--- config.mk ---
export PLATFORM = sky130hd
export DESIGN_NAME = pc_unit
export DESIGN_NICKNAME = d
export VERILOG_FILES = /design/src/rtl/pc_pkg.sv /design/src/rtl/pc_target_sel.sv /design/src/rtl/pc_unit.sv
export SDC_FILE = /design/constraint.sdc
export NUM_CORES = 1
export LEC_CHECK = 0
export BUFFER_PORTS_ARGS = -buffer_cell sky130_fd_sc_hd__clkbuf_2
export CAP_MARGIN = 20
export CORE_ASPECT_RATIO = 1.75
export CORE_MARGIN = 3
export CORE_UTILIZATION = 50
export CTS_BUF_LIST = sky130_fd_sc_hd__clkbuf_4
export DETAILED_ROUTE_END_ITERATION = 6
export GPL_TIMING_DRIVEN = 1
export PLACE_DENSITY = 0.9
export SYNTH_ARGS = -nofsm -noshare
export SYNTH_HDL_FRONTEND = slang
export SYNTH_SLANG_ARGS = --single-unit
--- constraint.sdc ---
create_clock -name clk -period 1.8 [get_ports clk]
set_input_delay 0.09 -clock clk [delete_from_list [all_inputs] [get_ports clk]]
set_output_delay 0.09 -clock clk [all_outputs]
set_load 0.05 [all_outputs]
--- src/rtl/pc_pkg.sv ---
// Shared types and constants for the program-counter stage.
package pc_pkg;

    localparam int ADDR_W = 32;
    localparam int JIDX_W = 26;
    localparam int OFFS_W = 16;

    localparam logic [ADDR_W-1:0] RESET_PC_DEFAULT = 32'h0000_0000;

    typedef enum logic [1:0] {
        BOOT = 2'd0,
        RUN  = 2'd1,
        HOLD = 2'd2,
        HALT = 2'd3
    } pc_state_e;

    // Plain constants so the state register stays a simple logic vector.
    localparam logic [1:0] ST_BOOT = BOOT;
    localparam logic [1:0] ST_RUN  = RUN;
    localparam logic [1:0] ST_HOLD = HOLD;
    localparam logic [1:0] ST_HALT = HALT;

endpackage

--- src/rtl/pc_target_sel.sv ---
// Combinational redirect selection: computes branch/jump targets and picks the
// highest-priority live redirect (jr > j > branch).
module pc_target_sel
    import pc_pkg::*;
(
    input  logic [ADDR_W-1:0] npc,
    input  logic              br_taken,
    input  logic [OFFS_W-1:0] br_offset,
    input  logic              j_en,
    input  logic [JIDX_W-1:0] j_index,
    input  logic              jr_en,
    input  logic [ADDR_W-1:0] jr_target,
    output logic              redirect,
    output logic [ADDR_W-1:0] redirect_target
);

    localparam int NSRC = 3;

    logic [NSRC-1:0]   req;
    logic [NSRC-1:0]   grant;
    logic [ADDR_W-1:0] tgt    [NSRC];
    logic [ADDR_W-1:0] masked [NSRC];

    logic [ADDR_W-1:0] br_target;
    logic [ADDR_W-1:0] j_target;

    assign br_target = npc + {{(ADDR_W-OFFS_W){br_offset[OFFS_W-1]}}, br_offset};
    assign j_target  = {npc[ADDR_W-1:JIDX_W], j_index};

    // Index 0 is the highest priority source.
    assign req[0] = jr_en;
    assign req[1] = j_en;
    assign req[2] = br_taken;
    assign tgt[0] = jr_target;
    assign tgt[1] = j_target;
    assign tgt[2] = br_target;

    genvar gi;
    generate
        for (gi = 0; gi < NSRC; gi++) begin : g_grant
            if (gi == 0) begin : g_first
                assign grant[gi] = req[gi];
            end else begin : g_rest
                assign grant[gi] = req[gi] & ~(|req[gi-1:0]);
            end
            assign masked[gi] = {ADDR_W{grant[gi]}} & tgt[gi];
        end
    endgenerate

    always_comb begin
        redirect_target = '0;
        for (int i = 0; i < NSRC; i++) begin
            redirect_target = redirect_target | masked[i];
        end
    end

    assign redirect = |req;

endmodule

--- src/rtl/pc_unit.sv ---
// Program-counter stage: PC register, fetch handshake FSM and a one-entry
// buffer for redirects that arrive while the PC cannot advance.
module pc_unit
    import pc_pkg::*;
#(
    parameter logic [ADDR_W-1:0] RESET_PC = RESET_PC_DEFAULT
) (
    input  logic              clk,
    input  logic              rst_n,
    input  logic [ADDR_W-1:0] npc,
    input  logic              stall,
    input  logic              br_taken,
    input  logic [OFFS_W-1:0] br_offset,
    input  logic              j_en,
    input  logic [JIDX_W-1:0] j_index,
    input  logic              jr_en,
    input  logic [ADDR_W-1:0] jr_target,
    input  logic              halt_req,
    input  logic              imem_ready,
    output logic [ADDR_W-1:0] pc,
    output logic              fetch_valid,
    output logic              redirect_pending,
    output logic              halted
);

    logic [1:0]        state_reg, state_next;
    logic [ADDR_W-1:0] pc_reg, pc_next;
    logic              pend_reg, pend_next;
    logic [ADDR_W-1:0] ptgt_reg, ptgt_next;

    logic              redirect;
    logic [ADDR_W-1:0] redirect_target;
    logic              adv;

    pc_target_sel u_target_sel (
        .npc             (npc),
        .br_taken        (br_taken),
        .br_offset       (br_offset),
        .j_en            (j_en),
        .j_index         (j_index),
        .jr_en           (jr_en),
        .jr_target       (jr_target),
        .redirect        (redirect),
        .redirect_target (redirect_target)
    );

    assign fetch_valid      = (state_reg == ST_RUN) || (state_reg == ST_HOLD);
    assign halted           = (state_reg == ST_HALT);
    assign redirect_pending = pend_reg;
    assign pc               = pc_reg;
    assign adv              = fetch_valid & imem_ready & ~stall;

    always_comb begin
        state_next = state_reg;
        pc_next    = pc_reg;
        pend_next  = pend_reg;
        ptgt_next  = ptgt_reg;
        case (state_reg)
            ST_BOOT: begin
                state_next = ST_RUN;
            end
            ST_RUN, ST_HOLD: begin
                if (halt_req) begin
                    state_next = ST_HALT;
                    pend_next  = 1'b0;
                end else if (adv) begin
                    // A live redirect supersedes anything buffered earlier.
                    if (redirect) begin
                        pc_next = redirect_target;
                    end else if (pend_reg) begin
                        pc_next = ptgt_reg;
                    end else begin
                        pc_next = npc;
                    end
                    pend_next  = 1'b0;
                    state_next = ST_RUN;
                end else begin
                    if (redirect) begin
                        pend_next = 1'b1;
                        ptgt_next = redirect_target;
                    end
                    state_next = stall ? ST_HOLD : ST_RUN;
                end
            end
            ST_HALT: begin
                state_next = ST_HALT;
            end
            default: begin
                state_next = ST_BOOT;
            end
        endcase
    end

    always_ff @(posedge clk or negedge rst_n) begin
        if (!rst_n) begin
            state_reg <= ST_BOOT;
            pc_reg    <= RESET_PC;
            pend_reg  <= 1'b0;
            ptgt_reg  <= '0;
        end else begin
            state_reg <= state_next;
            pc_reg    <= pc_next;
            pend_reg  <= pend_next;
            ptgt_reg  <= ptgt_next;
        end
    end

endmodule
==> flow_summary.yaml, run 1 <==
clock_network:
  cts_buffer_depth: 2
  cts.root.buffer_cell: "clkbuf_4"
  htreeDepth: 3
  numCtsBuffers: 9
  numClockSinks: 67
synth:
  yosys_warnings: 0
  synth_compound_area_share_pct: 30.9
  syn_area_um2: 5550
  synth_adder_area_share_pct: 7.81
  synth-edff-count: 0
  yosysTopAreaCell: "dfrtp_1"
  ys_ff_latch: 67
  syn_nets: 834
  async_reset_ff_share_pct: 100
  synthXorXnorAreaFrac_pct: 3.47
  synthTopCellsByArea: "dfrtp_1 (30%), ha_1 (7.4%), nand2_1 (6.7%), o21ai_0 (5.6%), a21oi_1 (5.2%)"
  synthSimpleGateAreaFrac_pct: 17.1
  ys_types: 63
  syn_avg_cell_area_um2: 8.09
  synthesis.instances: 686
  synth_top_family_by_area: "compound AO/OA/AOI/OAI gates"
  seq_area_frac_synth_pct: 30.2
  netlist.area_leader.share_pct: 30.2
  synth_top_flop_cell: "dfrtp_1"
  synth_mux_area_share_pct: 6.43
global_route:
  grt_max_degree: 68
  overflow: 2
  grt_use_total_pct: 61.8
timing:
  crit_endpoint: "pc[20]$_DFFE_PN0P_/D"
  worst-ep-kind: "register input"
placed_design:
  dp_hpwl_um: 17000
  place_ws_ps: -933
  gp_congestion: 1.02
  io_buffers: 148
die:
  start_util_pct: 51.5
  io_pins: 149
  die_h_um: 145
  num_rows: 50
  die_w_um: 85.6
outcome:
  status: "aborted with a tool error"
  error: "[ERROR GRT-0232] Routing congestion too high. Check the congestion heatmap in the GUI."
  last-stage-reached: "global routing (5_1_grt)"
==> stage by stage <==
stage / instances / instance area, um2 / utilization [%]
after CTS: 1136 / 8590 / 79.9
after detailed placement: 1075 / 7620 / 70.8
after global placement: 1075 / 7620 / 70.8
after floorplan: 686 / 5690 / -
==> synthesized netlist by cell type (all sizes together) (3+ instances only) <==
library cell  instances
o41ai                 3
o22ai                 6
a21oi                60
o221ai                6
a31oi                13
xor2                  7
a32oi                 3
o2111ai               4
dfrtp                67
o21ai                63
and2                  5
and3                  5
nand2                99
a222oi               12
a211oi               18
nor4                  3
o21bai                3
nor2b                 8
ha                   33
a21o                 11
nor3                  8
a22oi                15
inv                  17
o211ai                8
o21a                  9
nand2b                7
nand4                 8
nor2                 45
clkbuf               36
nand3b                4
mux2                 13
a22o                  4
or3                   6
nand3                11
mux2i                21
buf                   7
xnor2                15
==> cell families after synthesis <==
| logic type | count (synthesis) |
|---|---|
| adder cells (fa/ha/maj) | 34 |
| buffers and inverters | 60 |
| flip-flops | 67 |
| AND/OR/NAND/NOR | 211 |
| XOR/XNOR | 22 |
| AO/OA/AOI/OAI | 258 |
| multiplexers | 34 |
==> what timing repair did <==
action,4_1_cts
hold endpoints to repair,95
buffers inserted,14
gates resized for setup,87
pin swaps,60
hold buffers,32
endpoints found under the setup margin,37
==> per-layer routing <==
layer,GRT overflow,global-route usage (%)
met1,0,63.3
met2,1,82.3
met3,0,39.2
met4,1,58.8
met5,0,7.02
==> inputs of run 2 (changes only) <==
--- a/config.mk
+++ b/config.mk
@@ -7,13 +7,11 @@
 export LEC_CHECK = 0
 export BUFFER_PORTS_ARGS = -buffer_cell sky130_fd_sc_hd__clkbuf_2
 export CAP_MARGIN = 20
-export CORE_ASPECT_RATIO = 1.75
 export CORE_MARGIN = 3
-export CORE_UTILIZATION = 50
-export CTS_BUF_LIST = sky130_fd_sc_hd__clkbuf_4
+export CORE_UTILIZATION = 40
 export DETAILED_ROUTE_END_ITERATION = 6
 export GPL_TIMING_DRIVEN = 1
-export PLACE_DENSITY = 0.9
+export PLACE_DENSITY_LB_ADDON = 0.15
 export SYNTH_ARGS = -nofsm -noshare
 export SYNTH_HDL_FRONTEND = slang
 export SYNTH_SLANG_ARGS = --single-unit
==> constraint.sdc (replaced) <==
create_clock -name clk -period 2.35 [get_ports clk]
set_input_delay 0.1175 -clock clk [delete_from_list [all_inputs] [get_ports clk]]
set_output_delay 0.1175 -clock clk [all_outputs]
set_load 0.05 [all_outputs]
==> flow_summary.yaml, run 2 <==
synth:
  synthSimpleGateAreaFrac_pct: 17.1
  async_reset_ff_share_pct: 100
  synthTopCellsByArea: "dfrtp_1 (30%), ha_1 (7.4%), nand2_1 (6.7%), o21ai_0 (5.6%), a21oi_1 (5.2%)"
  synth_adder_area_share_pct: 7.81
  synth_mux_area_share_pct: 6.43
  synthTopCellsByCount: "nand2_1 (99), dfrtp_1 (67), o21ai_0 (62)"
  syn_nets: 834
  synth_top_flop_cell: "dfrtp_1"
  synthesis.instances: 686
  yosysTopAreaCell: "dfrtp_1"
  ys_ff_latch: 67
  syn_avg_cell_area_um2: 8.09
  ys_types: 63
  netlist.area_leader.share_pct: 30.2
  syn_area_um2: 5550
  seq_area_frac_synth_pct: 30.2
  yosys_warnings: 0
  synth_top_family_by_area: "compound AO/OA/AOI/OAI gates"
  synth-edff-count: 0
  synth_most_common_cell: "nand2_1"
  synth_compound_area_share_pct: 30.9
  synthXorXnorAreaFrac_pct: 3.47
timing:
  maxSlewViolCount: 0
  max_freq_mhz: 438
  finClkSkew_ps: 8.56
  fin_crit_sh_pct: 97.1
  worstMarginPinSlew_ps: 535
  finalSetupViolCount: 0
  slew_headroom_pct: 64.2
  fin_ws_ps: 67.6
  fin_hold_ws_ps: 51.5
  hold_viol: 0
  layout_min_cycle_time_ps: 2280
layout:
  antenna_cells: 0
  fill_cells: 1255
  fin_cells: 1092
  regArea_um2: 1680
  final_net_count: 1060
  mostFrequentLayoutCells: "clkbuf_2 (146), buf_4 (109), nand2_1 (99), dfrtp_1 (66)"
  drive_gt1_share_pct: 33.5
  design_area_um2: 7550
  area_delta_synth_final_pct: 36.0
  final_common_cell: "clkbuf_2"
  multi_input_area_um2: 3730
global_route:
  antenna_found_initial: 0
  grt_use_total_pct: 28.4
  grt_pass1_vias: 6259
  grt_max_degree: 37
  overflow: 0
  grt_pass1_wl_um: 33300
placed_design:
  dp_hpwl_um: 16600
  placed_cells: 1076
  io_buffers: 148
  gp_congestion: 0.918
  place_ws_ps: -373
  place_area_um2: 7210
critical_path:
  critical_path_buf_inv_count: 2
  cpPeakStageDelay_ps: 370
  crit_chain: "buf_4 -> ha_4 -> inv_2 -> fa_2 -> nand2b_4 -> a21oi_4 -> o2111ai_2 -> and2_4 -> o21a_4 -> or3_4 -> mux2_4 -> a211o_1"
  start_kind: "input port"
  worstSetupEndpointType: "flip-flop"
  required_ps: 2580
  slowest_stage: "or3_4"
  worstPathMaxFanout: 3
  cp.arrival_ps: 2510
  path_class: "in2reg"
  crit_family: "compound AO/OA/AOI/OAI gates"
route:
  antenna_left: 0
  wirelength_um: 21400
  dr.pass1.iters: 6
  drt_iter0_drc: 573
  vias_per_cell: 5.84
  post-route-drc-count: 0
  vias: 6382
  wire_per_inst_um: 19.6
clock_network:
  numCtsBuffers: 9
  insertion_delay_ps: 350
  cts.root.buffer_cell: "clkbuf_16"
  cts_buffer_depth: 2
  numClockSinks: 67
  clk_pin_slew_ps: 60
  cts_tree: "built"
  post_cts_buffers: 0
  htreeDepth: 3
die:
  core_area_um2: 13400
  io_pins: 149
  start_util_pct: 41.4
  die_h_um: 124
  die_w_um: 124
  die_area_um2: 15300
  num_rows: 42
power:
  power_density_nw_per_um2: 466
  peakVddDrop_v: 0.000275
  p_leak_nw: 3.64
outcome:
  status: "completed"
worst_hold_path:
  holdCritPathClass: "in2reg"
flow_run:
  cap_violations: 0
-- run 2: cells by family after synthesis --
group / count (synthesis)
AO/OA/AOI/OAI: 258
AND/OR/NAND/NOR: 211
flip-flops: 67
buffers and inverters: 60
multiplexers: 34
adder cells (fa/ha/maj): 34
XOR/XNOR: 22
-- run 2: layer usage --
| layer | track usage, % | wire [um] | vias to the layer above | part of all wire, % |
|---|---|---|---|---|
| li1 | - | - | 3023 | - |
| met1 | 39.7 | 9680 | 3054 | 45 |
| met2 | 44.1 | 9730 | 262 | 45 |
| met3 | 5.68 | 1590 | 43 | 7.4 |
| met4 | 9.13 | 461 | 0 | 2.1 |
| met5 | 0 | 0 | - | 0 |
-- run 2: through the flow --
stage | util (%) | TNS, ps | total power, mW
floorplan | - | -97.7 | 1.72
global placement | 53.8 | -5100 | 2.21
detailed placement | 53.8 | -6820 | 2.22
CTS | 56.0 | 0 | 3.50
global route | 56.3 | -17.1 | 3.68
finish | 56.3 | 0 | 3.51
-- run 2: cell type report --
cell class / count / area share, %
inverters: 17 / 0.846
flip-flops and latches: 67 / 22.2
multi-input cells: 559 / 49.4
repair buffers: 258 / 21.0
well taps: 176 / 2.92
clock buffers: 11 / 3.22
clock inverters: 4 / 0.365
-- run 2: where the power goes --
part / switching (mW) / internal [mW]
clock network: 0.546 / 0.736
logic: 0.585 / 0.493
registers: 0 / 1.15
total: 1.13 / 2.38
-- run 2: what timing repair did --
action / 4_1_cts / 5_1_grt
hold buffers: 1 / 0
resized for setup: 2 / 14
setup endpoints to repair: 2 / 13
hold endpoints to repair: 67 / 0
pin swaps: 0 / 7
-- run 2: final timing paths --
| path | from | to | slack, ps | cells after the start |
|---|---|---|---|---|
| worst max-delay path | npc[0] | pc[24]$_DFFE_PN0P_ | 70 | 12 |
| worst min-delay path | halt_req | state_reg[0]$_DFF_PN0_ | 50 | 3 |
| worst max register to register | state_reg[0]$_DFF_PN0_ | pc[30]$_DFFE_PN0P_ | 240 | 7 |
| worst min register to register | pc[29]$_DFFE_PN0P_ | pc[29]$_DFFE_PN0P_ | 470 | 2 |
| max in group asynchronous | rst_n | redirect_pending$_DFFE_PN0P_ | 1590 | 3 |
| min in group asynchronous | rst_n | pc[4]$_DFFE_PN0P_ | 340 | 3 |
-- run 2: worst register-to-register path, delay by kind of cell, from the launching register on --
family                     cells  cell delay [ps]
adders and majority gates      1              410
AOI/OAI and AO/OA              1              440
buffers and inverters          1               50
and+or+nand+nor                4              770
DFF                            1              360
Note: power is estimated with default switching activity, not from simulation.
